===== src/rtl/mem_bus_pkg.sv =====
// Shared types and constants for the two-master memory bus arbiter.
package mem_bus_pkg;

    typedef enum logic [1:0] {
        IDLE = 2'd0,
        GNT0 = 2'd1,
        GNT1 = 2'd2
    } arb_state_t;

    localparam int ADDR_W = 32;
    localparam int DATA_W = 32;
    localparam int BE_W   = 4;

    // Returned to a master whose transfer was cut short by the stall watchdog.
    localparam logic [DATA_W-1:0] TIMEOUT_RDATA = 32'hDEADBEEF;

endpackage


===== src/rtl/mem_bus_rr_pick.sv =====
// Combinational winner selection between two requesters.
module mem_bus_rr_pick #(
    parameter int PRIORITY_MODE = 0
) (
    input  logic req0,
    input  logic req1,
    input  logic last_grant,
    output logic pick0,
    output logic pick1
);

    // last_grant = 1 means m1 owned the bus last, so m0 wins a round-robin tie.
    always_comb begin
        pick0 = 1'b0;
        pick1 = 1'b0;
        if (req0 && req1) begin
            if (PRIORITY_MODE != 0 || last_grant) begin
                pick0 = 1'b1;
            end else begin
                pick1 = 1'b1;
            end
        end else begin
            pick0 = req0;
            pick1 = req1;
        end
    end

endmodule


===== src/rtl/mem_bus_arbiter.sv =====
// Two-master to one-slave arbiter for the waitrequest-style memory bus,
// one transfer per grant with an idle bubble, plus a stall watchdog.
module mem_bus_arbiter
    import mem_bus_pkg::*;
#(
    parameter int PRIORITY_MODE  = 0,
    parameter int TIMEOUT_CYCLES = 1024
) (
    input  logic              clk,
    input  logic              rst,
    input  logic [ADDR_W-1:0] m0_address,
    input  logic              m0_read,
    input  logic              m0_write,
    input  logic [DATA_W-1:0] m0_writedata,
    input  logic [BE_W-1:0]   m0_byteenable,
    output logic              m0_waitrequest,
    output logic [DATA_W-1:0] m0_readdata,
    input  logic [ADDR_W-1:0] m1_address,
    input  logic              m1_read,
    input  logic              m1_write,
    input  logic [DATA_W-1:0] m1_writedata,
    input  logic [BE_W-1:0]   m1_byteenable,
    output logic              m1_waitrequest,
    output logic [DATA_W-1:0] m1_readdata,
    output logic [ADDR_W-1:0] s_address,
    output logic              s_read,
    output logic              s_write,
    output logic [DATA_W-1:0] s_writedata,
    output logic [BE_W-1:0]   s_byteenable,
    input  logic              s_waitrequest,
    input  logic [DATA_W-1:0] s_readdata,
    output logic [1:0]        grant,
    output logic              timeout_err
);

    localparam int WDOG_W = $clog2(TIMEOUT_CYCLES + 1);
    localparam logic [WDOG_W-1:0] WDOG_MAX = WDOG_W'(TIMEOUT_CYCLES);

    arb_state_t        state_reg;
    logic [1:0]        grant_reg;
    logic              last_grant_reg;
    logic [WDOG_W-1:0] wdog_reg;
    logic              timeout_err_reg;
    logic [1:0]        release_reg;

    logic [1:0]        req;
    logic [1:0]        wait_vec;
    logic [DATA_W-1:0] rdata_vec [2];
    logic              pick0;
    logic              pick1;
    logic              cur_req;

    assign req     = {m1_read | m1_write, m0_read | m0_write};
    assign cur_req = |(req & grant_reg);

    // A master being released by the watchdog is still holding its old request
    // during the release cycle, so it must not take part in that arbitration.
    mem_bus_rr_pick #(
        .PRIORITY_MODE(PRIORITY_MODE)
    ) u_pick (
        .req0      (req[0] & ~release_reg[0]),
        .req1      (req[1] & ~release_reg[1]),
        .last_grant(last_grant_reg),
        .pick0     (pick0),
        .pick1     (pick1)
    );

    for (genvar gi = 0; gi < 2; gi++) begin : g_resp
        assign wait_vec[gi]  = grant_reg[gi] ? s_waitrequest : ~release_reg[gi];
        assign rdata_vec[gi] = grant_reg[gi]   ? s_readdata :
                               release_reg[gi] ? TIMEOUT_RDATA : '0;
    end

    assign m0_waitrequest = wait_vec[0];
    assign m1_waitrequest = wait_vec[1];
    assign m0_readdata    = rdata_vec[0];
    assign m1_readdata    = rdata_vec[1];
    assign grant          = grant_reg;
    assign timeout_err    = timeout_err_reg;

    // A simultaneous read+write from a master is forwarded as a write only.
    always_comb begin
        s_address    = '0;
        s_read       = 1'b0;
        s_write      = 1'b0;
        s_writedata  = '0;
        s_byteenable = '0;
        if (grant_reg[0]) begin
            s_address    = m0_address;
            s_read       = m0_read & ~m0_write;
            s_write      = m0_write;
            s_writedata  = m0_writedata;
            s_byteenable = m0_byteenable;
        end else if (grant_reg[1]) begin
            s_address    = m1_address;
            s_read       = m1_read & ~m1_write;
            s_write      = m1_write;
            s_writedata  = m1_writedata;
            s_byteenable = m1_byteenable;
        end
    end

    always_ff @(posedge clk or posedge rst) begin
        if (rst) begin
            state_reg       <= IDLE;
            grant_reg       <= 2'b00;
            last_grant_reg  <= 1'b1;
            wdog_reg        <= '0;
            timeout_err_reg <= 1'b0;
            release_reg     <= 2'b00;
        end else begin
            release_reg <= 2'b00;
            case (state_reg)
                IDLE: begin
                    if (pick0) begin
                        state_reg      <= GNT0;
                        grant_reg      <= 2'b01;
                        last_grant_reg <= 1'b0;
                        wdog_reg       <= '0;
                    end else if (pick1) begin
                        state_reg      <= GNT1;
                        grant_reg      <= 2'b10;
                        last_grant_reg <= 1'b1;
                        wdog_reg       <= '0;
                    end
                end
                GNT0, GNT1: begin
                    if (!cur_req || !s_waitrequest) begin
                        state_reg <= IDLE;
                        grant_reg <= 2'b00;
                    end else if (wdog_reg >= WDOG_MAX - WDOG_W'(1)) begin
                        state_reg       <= IDLE;
                        grant_reg       <= 2'b00;
                        wdog_reg        <= WDOG_MAX;
                        timeout_err_reg <= 1'b1;
                        release_reg     <= grant_reg;
                    end else begin
                        wdog_reg <= wdog_reg + WDOG_W'(1);
                    end
                end
                default: begin
                    state_reg <= IDLE;
                    grant_reg <= 2'b00;
                end
            endcase
        end
    end

endmodule


===== config.mk =====
export PLATFORM = sky130hd
export DESIGN_NAME = mem_bus_arbiter
export DESIGN_NICKNAME = d
export VERILOG_FILES = /design/src/rtl/mem_bus_pkg.sv /design/src/rtl/mem_bus_rr_pick.sv /design/src/rtl/mem_bus_arbiter.sv
export SDC_FILE = /design/constraint.sdc
export NUM_CORES = 1
export LEC_CHECK = 0
export ABC_AREA = 1
export CAP_MARGIN = 10
export CORE_AREA = 3 3 120 122
export DETAILED_ROUTE_END_ITERATION = 16
export DIE_AREA = 0 0 123 125
export PLACE_DENSITY_LB_ADDON = 0.12
export RECOVER_POWER = 25
export SYNTH_ARGS = -nofsm -noshare
export SYNTH_HDL_FRONTEND = slang
export SYNTH_HIERARCHICAL = 1
export SYNTH_SLANG_ARGS = --single-unit

===== constraint.sdc =====
create_clock -name clk -period 5.5 [get_ports clk]
set_input_delay 1.1 -clock clk [delete_from_list [all_inputs] [get_ports clk]]
set_output_delay 1.1 -clock clk [all_outputs]
set_load 0.005 [all_outputs]

# [After elaboration in Yosys (flattened, before gate mapping)]
# Cells that the tools add are included.
[classes] reduce_logical=13 bitwise_logic=12 n_lt_le_gt_ge=1 mux=35 add_sub_neg=1 n_eq_ne=5
[ops] cell="32-bit two-way mux" n=8
[ops] cell="11-bit two-way mux" n=4
[ops] cell="11-bit one-hot mux with 2 select lines" n=1
[ops] cell="2-bit two-way mux" n=7
[ops] cell="1-bit two-way mux" n=12
[ops] cell="11-bit by 1-bit adder with 11-bit output (second input constant)" n=1
[ops] cell="11-bit by 10-bit >= comparator with 1-bit output (second input constant)" n=1
[ops] cell="4-bit two-way mux" n=2
[ops] cell="3-bit != test (second input constant)" n=2
[ops] cell="3-bit AND reduction" n=2
[ops] cell="1-bit inverter" n=5
[ops] cell="1-bit AND" n=4
[ops] cell="2-bit one-hot mux with 2 select lines" n=1
[ops] cell="2-bit AND reduction" n=2
[ops] cell="2-bit nonzero test" n=2
[ops] cell="2-bit OR reduction" n=2
[ops] cell="2-bit AND" n=1
[ops] cell="2-bit by 1-bit == test with 1-bit output (second input constant)" n=1
[ops] cell="2-bit == test (second input constant)" n=1
[ops] cell="1-bit logical NOT" n=2
[ops] cell="2-bit logical NOT" n=1
[ops] cell="2-bit != test (second input constant)" n=1
[ops] cell="1-bit bitwise OR" n=2
[ops] cell="1-bit logical AND" n=1
[ops] cell="1-bit logical OR" n=1
[totals] elab_cells=72 input_bits=175 regBits=17 out_inout_bits=139

# [Depth between registers and ports, before layout]
# Gate-level depths: netlist of the first run.
[depth] ltp_word=7 ltp_mapped=13 depth_no_buf=12

# [Modules after synthesis]
# Netlist of the first run, hierarchy kept.
[modules_own_cells] module="mem_bus_arbiter" n_inst=1 cells_each=496 area_each_um2=2531.2
[modules_own_cells] module="mem_bus_rr_pick" n_inst=1 cells_each=5 area_each_um2=21.3

# [Least setup slack after synthesis of the first run]
# Ideal clock, no wire load.
[synth_timing] kind="input port to output port" startpoint="input m1_write" endpoint="output s_read" n_path_buf=0 path_stages=1 t_required_ns=4.400 slack_ns=2.922 arrival_ns=1.478 path_cell_list="o41ai_1"
[synth_via] elab_chain_cells=4
[synth_lines] element="start: declaration" line_no="mem_bus_arbiter.sv:20" source="input logic m1_write,"
[synth_lines] element="1-bit inverter" line_no="mem_bus_arbiter.sv:96" source="s_read = m1_read & ~m1_write;"
[synth_lines] element="1-bit AND" line_no="mem_bus_arbiter.sv:96"
[synth_lines] element="1-bit two-way mux" line_no="mem_bus_arbiter.sv:94" source="end else if (grant_reg[1]) begin"
[synth_lines] element="1-bit two-way mux" line_no="mem_bus_arbiter.sv:88" source="if (grant_reg[0]) begin"
[synth_lines] element="end: declaration" line_no="mem_bus_arbiter.sv:26" source="output logic s_read,"
# Every way passes these cells.

# [Worst setup path in the final report of the first run]
[layout_timing] startpoint="register grant_reg[0] (netlist: grant[0])" endpoint="output s_read"
[layout_via] elab_chain_cells=1
[layout_lines] element="start: declaration" line_no="mem_bus_arbiter.sv:40" source="logic [1:0] grant_reg;"
[layout_lines] element="start signal: assignment" line_no="mem_bus_arbiter.sv:106" source="grant_reg <= 2'b00;"
[layout_lines] element="start signal: assignment" line_no="mem_bus_arbiter.sv:117" source="grant_reg <= 2'b01;"
[layout_lines] element="start signal: assignment" line_no="mem_bus_arbiter.sv:122" source="grant_reg <= 2'b10;"
[layout_lines] element="1-bit two-way mux" line_no="mem_bus_arbiter.sv:88"
# Every way passes these cells.

==> results of run 1 <==
## kinds of logic (layout without fill, tap and decap cells)
group	after synthesis	after routing	share of synthesized area
AO/OA/AOI/OAI	65	65	0.139
XOR/XNOR	3	3	0.0103
adder cells (fa/ha/maj)	2	2	0.00980
buffers and inverters	94	378	0.149
flip-flops	17	17	0.167
AND/OR/NAND/NOR	320	320	0.525
## critical path, stage by stage, from the launching register on
cell and delay (ns):
dfrtp_2 0.40, clkbuf_2 0.88, o41ai_1 0.67, clkdlybuf4s50_1 0.72
## metal layers
metal,up-vias,global-route usage,part of all wire
li1,2145,-,-
met1,1914,0.231,0.39
met2,194,0.337,0.48
met3,18,0.0519,0.097
met4,0,0.0515,0.030
met5,-,0,0
## cell usage after synthesis, drive strengths merged
library cell  number  share of area
o41ai              1         0.0034
nand2            202           0.30
dfrtp             16           0.16
a21oi              3          0.010
o21ai             55           0.11
nor2              27          0.045
xor2               2         0.0069
clkbuf            20          0.029
o21bai             1         0.0029
o21a               2         0.0059
ha                 2         0.0098
dfstp              1          0.010
a21o               3         0.0088
xnor2              1         0.0034
inv               57          0.084
nand3             89           0.18
nand4              2         0.0049
buf               17          0.035
## power by group
| group | leakage [nW] | internal [mW] | total [mW] | switching, mW |
|---|---|---|---|---|
| logic | 2.51 | 0.726 | 1.43 | 0.707 |
| registers | 0.223 | 0.145 | 0.158 | 0.0128 |
| clock network | 0.0382 | 0.0984 | 0.146 | 0.0476 |
## how the worst max path moves through the flow
| stage | cells after the start | startpoint | slack, ns | endpoint |
|---|---|---|---|---|
| floorplan | 1 | m1_write | 2.92 | s_read |
| detailed placement | 3 | m1_write | 1.70 | s_read |
| global placement | 3 | m1_write | 1.70 | s_read |
| global route | 3 | grant[0] | 1.24 | s_read |
| CTS | 3 | m1_write | 1.68 | s_read |
| finish | 3 | grant[0] | 1.46 | s_read |
## stage by stage
stage           util  hold WS, ns  worst slack [ns]
2_1_floorplan      -        0.458              2.92
3_3_place_gp   0.434        0.461              1.70
4_1_cts        0.440        0.475              1.68
5_1_grt        0.439        0.497              1.24
3_5_place_dp   0.434        0.457              1.70
6_report       0.439        0.464              1.46
## layout make-up
| cell class | instances | area (um2) | area share |
|---|---|---|---|
| Tap cell | 176 | 220 | 0.0378 |
| Inverter | 57 | 214 | 0.0367 |
| Multi-Input combinational cell | 390 | 1730 | 0.297 |
| Clock buffer | 4 | 78.8 | 0.0135 |
| Sequential cell | 17 | 429 | 0.0736 |
| Timing Repair Buffer | 317 | 3160 | 0.541 |
==> run summary, run 1 <==
status -> finished with violations
failing checks -> max-capacitance violations, max-slew violations
Crit path arrival time -> 2.94 ns
cts repair resizes -> 0
post-route insts no fill -> 961
Leak Pwr -> 2.78 nW
min cycle time layout -> 4.04 ns
Clock Path Buffers -> 2
hold_sp -> timeout_err
area of the mapped netlist -> 2550 um2
CP Capture Type -> primary output
Global Route Usage Sum -> 0.193
initial antenna violation count -> 0
Via density -> 4.44
Via Count -> 4271
Setup CP Type -> flop to primary output
Reg2Reg Capture Point -> wdog_reg[5]
hold depth -> 2
RR Startpoint -> grant[1]
Placed Area -> 5770 um2
Initial Util -> 0.192
most common cell after layout, fill and taps aside -> clkdlybuf4s50_1
Highest Clock Rate -> 0.247 GHz
TritonCTS buffer count -> 3
Rows -> 42
H-Tree Depth -> 1
count of cell types in the netlist -> 28
RSZ-0062 raised after global routing -> false
Fin Clk Skew -> 0.00281 ns
Clk pin slew, worst setup/hold paths -> 0.05 ns
grt ovf -> 0
Clock Latency Late Sink -> 0.25 ns
crit-path max FO -> 81
Slew Viols, Final -> 163
Startpoint Class -> flop
Final #Nets -> 963
number of flip-flops in the largest register -> 11
post-route ant nets -> 0
first-pass GRT wire length -> 23400 um
vias in the first global route -> 3977
post-route cell area -> 5830 um2
Yosys warning total -> 6
diode count -> 0
Syn Nets -> 678
Fin. Hold Viols -> 0
share of the yosys chip area belonging to registers -> 0.167
# port buffers -> 313
# fillers -> 1367
Final Wtd Congestion -> 0.887
Min-Delay Path Class -> flop to flop
mean area per synthesized cell -> 5.09 um2
TNS Setup -> 0 ns
share of cells above drive strength 1 -> 0.0204
Clock Tree Root -> clkbuf_16
DIE AREA -> 15400 um2
initial detailed-routing violation count -> 235
clk sinks -> 17
I/O Pins -> 314
maximum VDD drop -> 0.203 mV
core area -> 13300 um2
Rel. slew slack -> -0.124
FF-to-FF path depth -> 8
worst-margin pin slew -> 1.69 ns
FF-to-FF setup slack -> 2.06 ns
Syn Inst Count -> 501
Critical Path RT -> 4.40 ns
pwr dens -> 298 nW/um2
max_cap viols -> 2
HPWL after detailed placement -> 12900 um
most frequent cells in the layout -> clkdlybuf4s50_1, nand2_1, nand3_1
total wire length -> 16300 um
router iterations before antenna repair -> 4
wire per inst -> 16.9 um
Setup Fix Bufs, Post-CTS -> 0
Die W -> 123 um
Die H -> 125 um
Area growth, synth to finish -> 129%
Final Total Pwr -> 1.74 mW
largest net degree at the start of global routing -> 82
crit share post-route -> 0.735
setup violators final -> 0
Seq cells post-synth -> 17
dpl cells -> 957
hold buffers post-CTS -> 0
Min-Delay Endpoint -> timeout_err
DRC Markers -> 0
CTS tree -> done
No activity file was read; power rests on OpenSTA's default activity.
==> run 2: changes to the inputs <==
--- a/config.mk
+++ b/config.mk
@@ -7,9 +7,9 @@
 export LEC_CHECK = 0
 export ABC_AREA = 1
 export CAP_MARGIN = 10
-export CORE_AREA = 3 3 120 122
+export CORE_AREA = 3 3 121 123
 export DETAILED_ROUTE_END_ITERATION = 16
-export DIE_AREA = 0 0 123 125
+export DIE_AREA = 0 0 124 126
 export PLACE_DENSITY_LB_ADDON = 0.12
 export RECOVER_POWER = 25
 export SYNTH_ARGS = -nofsm -noshare
==> constraint.sdc (replaced) <==
create_clock -name clk -period 4.1 [get_ports clk]
set_input_delay 0.82 -clock clk [delete_from_list [all_inputs] [get_ports clk]]
set_output_delay 0.82 -clock clk [all_outputs]
set_load 0.005 [all_outputs]
==> run 2 against run 1 <==
Effect of this change:
- the flow now finishes without violations
- die area rose by 1.6%
- critical path type is now input pin to flop
- clock power rose by 33%
- power rose by 35%
- clock skew fell by 0.00097 ns
- core utilization fell by 1.3 points
- non-clock buffer count did not move
- largest power group unchanged
- highest routed layer is now met5
- register-to-register slack got worse by 0.94 ns
==> run summary, run 2 (synthesized netlist as in run 1, its figures left out) <==
vias in the first global route -> 3960
cell mode on critical path -> nor2_1
Clk pin slew, worst setup/hold paths -> 0.05 ns
most common cell after layout, fill and taps aside -> clkdlybuf4s50_1
Via density -> 4.41
DRC Markers -> 0
Slew Viols, Final -> 0
Rows -> 43
most frequent cells in the layout -> clkdlybuf4s50_1, nand2_1, nand3_1
Final #Nets -> 963
Highest Clock Rate -> 0.306 GHz
Largest stage delay, worst path -> 0.61 ns
router iterations before antenna repair -> 4
Clock Latency Late Sink -> 0.25 ns
Die H -> 126 um
Initial Util -> 0.185
diode count -> 0
Via Count -> 4251
CP max-delay cell -> dlygate4sd3_1
critical path cell sequence -> dlygate4sd3_1, nor2_1, nor2_1, inv_1, a21oi_1, nor2_1, nand2_1, o21ai_0, a21oi_1, inv_1, nand2_1, o21ai_0
status -> finished clean
CP bufs+invs -> 3
crit-path max FO -> 13
TritonCTS buffer count -> 3
FF/Latch Area -> 429 um2
number of flip-flops in the largest register -> 11
Worst setup startpoint -> m1_write
Die W -> 124 um
# fillers -> 1468
Setup Fix Bufs, Post-CTS -> 0
Min-Delay Endpoint -> timeout_err
Fin. Hold Viols -> 0
setup violators final -> 0
share of cells above drive strength 1 -> 0.0217
Clock Tree Root -> clkbuf_16
initial detailed-routing violation count -> 277
Final Wtd Congestion -> 0.876
initial antenna violation count -> 2
hold depth -> 2
Multi-input gate area -> 1740 um2
Placed Area -> 5790 um2
FF-to-FF path depth -> 7
worst-margin pin slew -> 0.883 ns
Leak Pwr -> 2.78 nW
maximum VDD drop -> 0.201 mV
grt ovf -> 0
Global Route Usage Sum -> 0.201
largest net degree at the start of global routing -> 81
Rel. slew slack -> 0.411
hold buffers post-CTS -> 0
CP Capture Type -> flop
Startpoint Class -> input pin
I/O Pins -> 314
hold_sp -> timeout_err
CTS tree -> done
Reg2Reg Capture Point -> wdog_reg[5]
Clock Path Buffers -> 2
first-pass GRT wire length -> 24200 um
H-Tree Depth -> 1
min cycle time layout -> 3.27 ns
cts repair resizes -> 0
HPWL after detailed placement -> 13900 um
post-route cell area -> 5860 um2
clk sinks -> 17
FF-to-FF setup slack -> 1.12 ns
pwr dens -> 400 nW/um2
Min-Delay Path Class -> flop to flop
wire per inst -> 18.0 um
total wire length -> 17400 um
# port buffers -> 313
post-route ant nets -> 0
TNS Setup -> 0 ns
Crit path arrival time -> 3.38 ns
RSZ-0062 raised after global routing -> false
DIE AREA -> 15600 um2
RR Startpoint -> grant[1]
crit share post-route -> 0.797
Setup CP Type -> input pin to flop
Fin Clk Skew -> 0.00184 ns
Critical Path RT -> 4.21 ns
max_cap viols -> 0
core area -> 13800 um2
Area growth, synth to finish -> 130%
Top Family by Delay on Critical Path -> buffers and inverters
-- run 2: cell type report --
class / instances / area share
repair buffers: 317 / 0.542
well taps: 180 / 0.0384
multi-input cells: 390 / 0.296
clock buffers: 4 / 0.0135
inverters: 57 / 0.0365
flip-flops and latches: 17 / 0.0733
-- run 2: power breakdown --
| group | internal, mW | total (mW) | switching, mW |
|---|---|---|---|
| registers | 0.194 | 0.218 | 0.0232 |
| clock network | 0.132 | 0.194 | 0.0616 |
| logic | 0.970 | 1.93 | 0.963 |
| total | 1.30 | 2.34 | 1.05 |
-- run 2: how the worst max path moves through the flow --
stage / slack, ns / depth (start not counted) / to
finish: 0.83 / 12 / wdog_reg[5]
global route: 0.47 / 11 / wdog_reg[5]
CTS: 0.89 / 4 / m0_readdata[18]
detailed placement: 0.97 / 4 / s_write
global placement: 0.93 / 4 / s_write
floorplan: 2.02 / 11 / wdog_reg[5]
-- run 2: tightest hold or removal path, stage by stage (launching register included) --
cell	delay, ns
dfrtp_1	0.33
inv_1	0.04
nand2_1	0.05
-- run 2: stage by stage --
stage               utilization  power [mW]  cells  hold slack [ns]  setup slack, ns
finish                    0.425        2.34    965            0.459            0.833
global route              0.425        2.51    965            0.501            0.474
floorplan                     -        1.03    501            0.458             2.02
detailed placement        0.420        2.19    961            0.454            0.968
global placement          0.420        2.18    961            0.451            0.926
CTS                       0.426        2.40    965            0.469            0.895
-- run 2: layer usage --
metal / share of wire / track usage / up-vias / wire, um
li1: - / - / 2147 / -
met1: 0.40 / 0.240 / 1959 / 7000
met2: 0.51 / 0.374 / 131 / 8880
met3: 0.078 / 0.0516 / 10 / 1350
met4: 0.0062 / 0.0142 / 4 / 107
met5: 0.0013 / 0 / - / 23
